--- src/rtl/brdg_wdata_sender_pkg.sv ---
// Shared definitions for the TLX write-data sender: opcodes, data-length
// encodings, FSM states and the dl-to-beat-count mapping.
package brdg_wdata_sender_pkg;

  localparam logic [7:0] DMA_W    = 8'h20;
  localparam logic [7:0] DMA_PR_W = 8'h30;

  localparam logic [1:0] DL_ZERO = 2'b00;
  localparam logic [1:0] DL_64B  = 2'b01;
  localparam logic [1:0] DL_128B = 2'b10;
  localparam logic [1:0] DL_256B = 2'b11;

  localparam int BEAT_CNT_W = 3;
  typedef logic [BEAT_CNT_W-1:0] beat_cnt_t;

  typedef enum logic {
    ST_IDLE,
    ST_SEND
  } state_e;

  // An illegal dl of 00 is treated as a single beat so the data stream stays aligned.
  function automatic beat_cnt_t dl_to_beats(input logic [1:0] dl);
    case (dl)
      DL_128B: return beat_cnt_t'(2);
      DL_256B: return beat_cnt_t'(4);
      default: return beat_cnt_t'(1);
    endcase
  endfunction

endpackage

--- src/rtl/brdg_wdata_sender_if.sv ---
// Command snoop, upstream write-data and TLX command-data signals of the sender.
// master = the surrounding bridge / TLX side, slave = the sender itself.
interface brdg_wdata_sender_if #(
  parameter int DATA_W = 512,
  parameter int CRED_W = 6
);
  logic              cmd_valid;
  logic [7:0]        cmd_opcode;
  logic [1:0]        cmd_dl;
  logic              wd_valid;
  logic [DATA_W-1:0] wd_data;
  logic              wd_bdi;
  logic              wd_ready;
  logic [CRED_W-1:0] tlx_afu_cmd_data_initial_credit;
  logic              tlx_afu_cmd_data_credit;
  logic              afu_tlx_cdata_valid;
  logic [DATA_W-1:0] afu_tlx_cdata_bus;
  logic              afu_tlx_cdata_bdi;

  modport master (
    output cmd_valid, cmd_opcode, cmd_dl,
    output wd_valid, wd_data, wd_bdi,
    input  wd_ready,
    output tlx_afu_cmd_data_initial_credit, tlx_afu_cmd_data_credit,
    input  afu_tlx_cdata_valid, afu_tlx_cdata_bus, afu_tlx_cdata_bdi
  );

  modport slave (
    input  cmd_valid, cmd_opcode, cmd_dl,
    input  wd_valid, wd_data, wd_bdi,
    output wd_ready,
    input  tlx_afu_cmd_data_initial_credit, tlx_afu_cmd_data_credit,
    output afu_tlx_cdata_valid, afu_tlx_cdata_bus, afu_tlx_cdata_bdi
  );
endinterface

--- src/rtl/brdg_req_fifo.sv ---
// Small synchronous FIFO with wrapping pointers and an occupancy counter.
// DEPTH must be a power of two (>= 2); a pop while full frees the slot for a same-cycle push.
module brdg_req_fifo #(
  parameter int WIDTH = 3,
  parameter int DEPTH = 4
) (
  input  logic                       clk,
  input  logic                       rst_n,
  input  logic                       push,
  input  logic [WIDTH-1:0]           wdata,
  input  logic                       pop,
  output logic [WIDTH-1:0]           rdata,
  output logic                       full,
  output logic                       empty,
  output logic [$clog2(DEPTH+1)-1:0] count
);
  localparam int AW = $clog2(DEPTH);
  localparam int CW = $clog2(DEPTH+1);

  logic [WIDTH-1:0] mem [DEPTH];
  logic [AW-1:0]    wr_ptr;
  logic [AW-1:0]    rd_ptr;
  logic             do_push;
  logic             do_pop;

  assign empty   = (count == '0);
  assign full    = (count == CW'(DEPTH));
  assign do_pop  = pop && !empty;
  assign do_push = push && (!full || do_pop);
  assign rdata   = mem[rd_ptr];

  // NOTE: storage has no reset; pointers and count alone define validity, so the array maps to plain flops/RAM.
  always_ff @(posedge clk) begin
    if (do_push) mem[wr_ptr] <= wdata;
  end

  // NOTE: sequential state uses non-blocking assignments so every flop samples pre-edge values.
  always_ff @(posedge clk or negedge rst_n) begin
    if (!rst_n) begin
      wr_ptr <= '0;
      rd_ptr <= '0;
      count  <= '0;
    end else begin
      if (do_push) wr_ptr <= wr_ptr + 1'b1;
      if (do_pop)  rd_ptr <= rd_ptr + 1'b1;
      case ({do_push, do_pop})
        2'b10:   count <= count + 1'b1;
        2'b01:   count <= count - 1'b1;
        default: count <= count;
      endcase
    end
  end

endmodule

--- src/rtl/brdg_wdata_sender.sv ---
// TLX write-data sender: snoops DMA writes, queues their beat counts and streams
// the matching upstream data beats onto the command-data bus under credit control.
module brdg_wdata_sender
  import brdg_wdata_sender_pkg::*;
#(
  parameter int DATA_W    = 512,
  parameter int REQ_DEPTH = 4,
  parameter int CRED_W    = 6
) (
  input  logic                clk,
  input  logic                rst_n,
  brdg_wdata_sender_if.slave  bus_if,
  output logic                req_overflow,
  output logic                credit_overflow,
  output logic                dl_error
);

  state_e                         state_q;
  beat_cnt_t                      beats_left;
  logic [CRED_W-1:0]              credit_q;
  logic                           init_done;

  logic                           req_push;
  beat_cnt_t                      req_beats;
  logic                           req_pop;
  beat_cnt_t                      req_rdata;
  logic                           req_full;
  logic                           req_empty;
  logic [$clog2(REQ_DEPTH+1)-1:0] req_count;
  logic                           is_dma_w;
  logic                           fire;
  logic                           last_beat;

  // NOTE: every always_comb output gets a default first so no path can infer a latch.
  always_comb begin
    is_dma_w  = 1'b0;
    req_push  = 1'b0;
    req_beats = beat_cnt_t'(1);
    if (bus_if.cmd_valid) begin
      if (bus_if.cmd_opcode == DMA_W) begin
        is_dma_w  = 1'b1;
        req_push  = 1'b1;
        req_beats = dl_to_beats(bus_if.cmd_dl);
      end else if (bus_if.cmd_opcode == DMA_PR_W) begin
        req_push  = 1'b1;
      end
    end
  end

  brdg_req_fifo #(
    .WIDTH (BEAT_CNT_W),
    .DEPTH (REQ_DEPTH)
  ) u_fifo (
    .clk   (clk),
    .rst_n (rst_n),
    .push  (req_push),
    .wdata (req_beats),
    .pop   (req_pop),
    .rdata (req_rdata),
    .full  (req_full),
    .empty (req_empty),
    .count (req_count)
  );

  assign fire      = (state_q == ST_SEND) && bus_if.wd_valid && (credit_q != '0) && init_done;
  assign last_beat = fire && (beats_left == beat_cnt_t'(1));
  // Popping on the last beat lets the next burst follow without an idle cycle.
  assign req_pop   = !req_empty && ((state_q == ST_IDLE) || last_beat);

  assign bus_if.wd_ready = fire;

  always_ff @(posedge clk or negedge rst_n) begin
    if (!rst_n) begin
      state_q    <= ST_IDLE;
      beats_left <= '0;
    end else begin
      case (state_q)
        ST_IDLE: begin
          if (req_pop) begin
            beats_left <= req_rdata;
            state_q    <= ST_SEND;
          end
        end
        ST_SEND: begin
          if (req_pop) begin
            beats_left <= req_rdata;
          end else if (last_beat) begin
            beats_left <= '0;
            state_q    <= ST_IDLE;
          end else if (fire) begin
            beats_left <= beats_left - 1'b1;
          end
        end
        default: state_q <= ST_IDLE;
      endcase
    end
  end

  // The initial credit level is only valid once reset is released, so it loads one clock later.
  always_ff @(posedge clk or negedge rst_n) begin
    if (!rst_n) begin
      credit_q        <= '0;
      init_done       <= 1'b0;
      credit_overflow <= 1'b0;
    end else if (!init_done) begin
      credit_q  <= bus_if.tlx_afu_cmd_data_initial_credit;
      init_done <= 1'b1;
    end else begin
      case ({fire, bus_if.tlx_afu_cmd_data_credit})
        2'b10: credit_q <= credit_q - 1'b1;
        2'b01: begin
          if (&credit_q) credit_overflow <= 1'b1;
          else           credit_q        <= credit_q + 1'b1;
        end
        default: credit_q <= credit_q;
      endcase
    end
  end

  always_ff @(posedge clk or negedge rst_n) begin
    if (!rst_n) begin
      req_overflow <= 1'b0;
      dl_error     <= 1'b0;
    end else begin
      if (req_push && req_full && !req_pop)                 req_overflow <= 1'b1;
      if (is_dma_w && (bus_if.cmd_dl == DL_ZERO))           dl_error     <= 1'b1;
    end
  end

  // Bus and bdi only load on a fired beat, so they hold their last value otherwise.
  always_ff @(posedge clk or negedge rst_n) begin
    if (!rst_n) begin
      bus_if.afu_tlx_cdata_valid <= 1'b0;
      bus_if.afu_tlx_cdata_bus   <= '0;
      bus_if.afu_tlx_cdata_bdi   <= 1'b0;
    end else begin
      bus_if.afu_tlx_cdata_valid <= fire;
      if (fire) begin
        bus_if.afu_tlx_cdata_bus <= bus_if.wd_data;
        bus_if.afu_tlx_cdata_bdi <= bus_if.wd_bdi;
      end
    end
  end

endmodule
--- src/flat_wrapper.sv ---
// flat-port wrapper written by rule: the top's interface ports become plain ports
module brdg_wdata_sender_flat import brdg_wdata_sender_pkg::*;
#(
  parameter int DATA_W    = 512,
  parameter int REQ_DEPTH = 4,
  parameter int CRED_W    = 6
)
  (clk, rst_n, req_overflow, credit_overflow, dl_error, bus_if_cmd_valid, bus_if_cmd_opcode, bus_if_cmd_dl, bus_if_wd_valid, bus_if_wd_data, bus_if_wd_bdi, bus_if_wd_ready, bus_if_tlx_afu_cmd_data_initial_credit, bus_if_tlx_afu_cmd_data_credit, bus_if_afu_tlx_cdata_valid, bus_if_afu_tlx_cdata_bus, bus_if_afu_tlx_cdata_bdi);
  brdg_wdata_sender_if #(.DATA_W(DATA_W), .CRED_W(CRED_W)) bus_if_i ();
  input  logic clk;
  input  logic rst_n;
  output logic req_overflow;
  output logic credit_overflow;
  output logic dl_error;
  input wire logic [$bits(bus_if_i.cmd_valid)-1:0] bus_if_cmd_valid;
  input wire logic [$bits(bus_if_i.cmd_opcode)-1:0] bus_if_cmd_opcode;
  input wire logic [$bits(bus_if_i.cmd_dl)-1:0] bus_if_cmd_dl;
  input wire logic [$bits(bus_if_i.wd_valid)-1:0] bus_if_wd_valid;
  input wire logic [$bits(bus_if_i.wd_data)-1:0] bus_if_wd_data;
  input wire logic [$bits(bus_if_i.wd_bdi)-1:0] bus_if_wd_bdi;
  output wire logic [$bits(bus_if_i.wd_ready)-1:0] bus_if_wd_ready;
  input wire logic [$bits(bus_if_i.tlx_afu_cmd_data_initial_credit)-1:0] bus_if_tlx_afu_cmd_data_initial_credit;
  input wire logic [$bits(bus_if_i.tlx_afu_cmd_data_credit)-1:0] bus_if_tlx_afu_cmd_data_credit;
  output wire logic [$bits(bus_if_i.afu_tlx_cdata_valid)-1:0] bus_if_afu_tlx_cdata_valid;
  output wire logic [$bits(bus_if_i.afu_tlx_cdata_bus)-1:0] bus_if_afu_tlx_cdata_bus;
  output wire logic [$bits(bus_if_i.afu_tlx_cdata_bdi)-1:0] bus_if_afu_tlx_cdata_bdi;
  assign bus_if_i.cmd_valid = bus_if_cmd_valid;
  assign bus_if_i.cmd_opcode = bus_if_cmd_opcode;
  assign bus_if_i.cmd_dl = bus_if_cmd_dl;
  assign bus_if_i.wd_valid = bus_if_wd_valid;
  assign bus_if_i.wd_data = bus_if_wd_data;
  assign bus_if_i.wd_bdi = bus_if_wd_bdi;
  assign bus_if_wd_ready = bus_if_i.wd_ready;
  assign bus_if_i.tlx_afu_cmd_data_initial_credit = bus_if_tlx_afu_cmd_data_initial_credit;
  assign bus_if_i.tlx_afu_cmd_data_credit = bus_if_tlx_afu_cmd_data_credit;
  assign bus_if_afu_tlx_cdata_valid = bus_if_i.afu_tlx_cdata_valid;
  assign bus_if_afu_tlx_cdata_bus = bus_if_i.afu_tlx_cdata_bus;
  assign bus_if_afu_tlx_cdata_bdi = bus_if_i.afu_tlx_cdata_bdi;
  brdg_wdata_sender #(.DATA_W(DATA_W), .REQ_DEPTH(REQ_DEPTH), .CRED_W(CRED_W)) u_core (.clk(clk), .rst_n(rst_n), .bus_if(bus_if_i), .req_overflow(req_overflow), .credit_overflow(credit_overflow), .dl_error(dl_error));
endmodule
--- config.mk ---
export PLATFORM = sky130hd
export DESIGN_NAME = brdg_wdata_sender_flat
export DESIGN_NICKNAME = d
export VERILOG_FILES = /design/src/rtl/brdg_wdata_sender_pkg.sv /design/src/rtl/brdg_wdata_sender_if.sv /design/src/rtl/brdg_req_fifo.sv /design/src/rtl/brdg_wdata_sender.sv /design/src/flat_wrapper.sv
export SDC_FILE = /design/constraint.sdc
export NUM_CORES = 1
export LEC_CHECK = 0
export BUFFER_PORTS_ARGS = -buffer_cell sky130_fd_sc_hd__buf_2
export CAP_MARGIN = 10
export CELL_PAD_IN_SITES_DETAIL_PLACEMENT = 0
export CELL_PAD_IN_SITES_GLOBAL_PLACEMENT = 1
export CORE_AREA = 2 2 405 407
export DETAILED_ROUTE_END_ITERATION = 16
export DIE_AREA = 0 0 407 409
export PLACE_DENSITY = 0.4
export SYNTH_ARGS = -nofsm -noshare
export SYNTH_HDL_FRONTEND = slang
export SYNTH_SLANG_ARGS = --single-unit
--- constraint.sdc ---
create_clock -name clk -period 2.76 [get_ports clk]
set_input_delay 0.414 -clock clk [delete_from_list [all_inputs] [get_ports clk]]
set_output_delay 0.414 -clock clk [all_outputs]
set_load 0.03 [all_outputs]
==> metrics.yaml <==
drtIter0Drc: 999
drtPass1Iterations: 4
synth_area_mm2: 0.0211
first_global_vias: 22900
grt_first_pass_wirelength_um: 158000
drive_above_1_share_pct: 31.9
rows: 148
r2r_slack_ps: 220
crit_path_end_kind: "output pin"
relSlewSlack_pct: 45.5
hold_ws_ps: 56.0
leakagePower_nw: 19.9
drt_wl_total_um: 111000
die_w_um: 407
synth_seq_cells: 547
die_h_um: 409
finalMaxSlewViolations: 0
gr-usage-all-layers_pct: 12.9
fin_area_mm2: 0.0373
vias_per_cell: 3.43
initial_core_util_pct: 13.0
cp-start-kind: "flop"
skew_ps: 41.2
synth.distinct_cells: 50
worstSetupPathType: "flop to output pin"
hp-class: "input pin to flop"
syn_area_per_cell_um2: 9.03
mostFrequentLayoutCells: "nand2_1, buf_2, dfrtp_1"
worstMarginPinSlew_ps: 817
wl_per_cell_um: 18.0
num-nets-final: 4490
synth_top_area_share_pct: 63.3
core_area_mm2: 0.162
htree_levels: 3
io_buffer_count: 1051
dieArea_mm2: 0.166
clkTransAtPathRegs_ps: 60
ys_seq_area_share_pct: 65.1
synth_edf_count: 12
routabilityCongestion: 0.803
critPathMaxFanout: 28
antenna_found_initial: 12
postRouteAntennaNets: 0
synthesis.nets: 2887
hold_violations: 0
arrival_ps: 2170
ys_warn_count: 0
syn_inst: 2340
clock_sinks: 547
path_cells: "nor4_4, a21oi_2, nand2_4, buf_16, inv_16, buf_6"
syn_to_final_growth_pct: 76.3
io_pins: 1052
grt_overflow: 0
drv_cap: 0
power_density_mw_per_mm2: 1140
synthTopCellsByArea: "dfrtp_1, nand2_1, edfxtp_1"
worst_path_largest_cell_delay_ps: 400
setup_tns_ps: 0
post-route-util_pct: 23.0
fmax_mhz: 388
finalCritPeriodShare_pct: 93.5
dp_hpwl_um: 84000
status: "completed"
rsz0062_at_grt: "false"
clk_latency_ps: 670
worstPathRequired_ps: 2350
async_flop_share_pct: 97.8
cts_root_buf: "clkbuf_16"
setup_viol: 0
cts_tree: "done"
yosys_most_used_dff: "dfrtp_1"
synth.largest_area_cell: "dfrtp_1"
detailed_place.area_mm2: 0.0294
mostFrequentLayoutCell: "nand2_1"
period_minus_slack_ps: 2580
grt_max_degree: 131
vias: 21200
clk_path_buf_depth: 3
numCtsBuffers: 77
ir_drop_mv: 0.455
drc: 0
slowest_stage: "dfrtp_1"
## path summary, 6_finish.rpt
check / start / to / cells past startpoint
min in group asynchronous: rst_n / u_core.bus_if.afu_tlx_cdata_bus[228] / 2
setup / recovery: u_core.credit_q[1] / bus_if_wd_ready / 6
setup reg to reg: u_core.credit_q[1] / u_core.credit_q[5] / 11
max in group asynchronous: rst_n / u_core.bus_if.afu_tlx_cdata_bus[61] / 3
hold / removal: bus_if_wd_data[509] / u_core.bus_if.afu_tlx_cdata_bus[509] / 3
hold reg to reg: u_core.dl_error / u_core.dl_error / 1
## metal layers
metal  share of wire (%)  vias up  GRT usage, %  wire [um]
li1                    -    10300             -          -
met1                  40    10000          14.7      44200
met2                  49      694          22.4      54800
met3                 8.1      151          4.28       9010
met4                 2.8        4          4.39       3110
met5               0.019        -             0         21
## state kept, by name, summed over array words and instances (netlist names), 2 cells and up
signal	count
u_core.beats_left	3
u_core.bus_if.afu_tlx_cdata_bus	512
u_core.credit_q	6
u_core.u_fifo.count	3
u_core.u_fifo.mem	12
u_core.u_fifo.rd_ptr	2
u_core.u_fifo.wr_ptr	2
## final cells by class
class,instances,area [um^2]
timing repair buffer,1642,11300
inverter,13,72.6
multi-input combinational,1661,6810
clock inverter,23,285
tap,2175,2720
timing repair inverter,1,8.76
sequential,547,13800
clock buffer,115,2270
fill,18100,125000
antenna,10,25.0
## cell usage after synthesis (6+ instances only)
| cell type | number |
|---|---|
| nand2_1 | 1550 |
| dfrtp_1 | 535 |
| buf_2 | 65 |
| clkbuf_1 | 32 |
| nor2_1 | 16 |
| buf_4 | 15 |
| a21oi_1 | 12 |
| edfxtp_1 | 12 |
| inv_1 | 12 |
| ha_1 | 11 |
| xnor2_1 | 6 |
## worst max-delay path: cells and delay by family, from the launching register on
| kind | cells | cell delay, ps |
|---|---|---|
| compound gates | 1 | 130 |
| buf+inv | 3 | 440 |
| simple gates | 2 | 510 |
| flops | 1 | 400 |
## report_power, final
| group | internal (mW) | switching, mW | total (mW) |
|---|---|---|---|
| Clock | 6.01 | 4.18 | 10.2 |
| Sequential | 11.6 | 2.06 | 13.7 |
| Combinational | 5.16 | 13.4 | 18.5 |
## metrics by stage
step / setup slack [ps] / power, mW / cells
finish: 180 / 42.4 / 6187
floorplan: 3.97 / 24.5 / 2340
global placement: 23.3 / 32.0 / 5522
global route: 18.3 / 45.2 / 6185
detailed placement: 87.6 / 32.0 / 5522
CTS: 19.3 / 43.4 / 6176
## kinds of logic after synthesis
kind of cell	Yosys count	share of synthesized area, %
AOI/OAI and AO/OA	36	1.27
xor gates and xnor gates	9	0.373
adders and majority gates	13	0.841
buffers and inverters	132	3.07
DFF	547	65.1
muxes	11	0.722
other	1	0.0177
and+or+nand+nor	1591	28.7
## repair_timing
| action | CTS | global route |
|---|---|---|
| buffers inserted | 4 | 1 |
| setup endpoints to repair | 1 | 2 |
| resized for setup | 4 | 5 |
| cloned | 3 | 0 |
| hold buffers | 509 | 0 |
| pin swaps | 2 | 8 |
| endpoints found under the hold margin | 549 | 0 |
(Power assumes the default switching activity.)
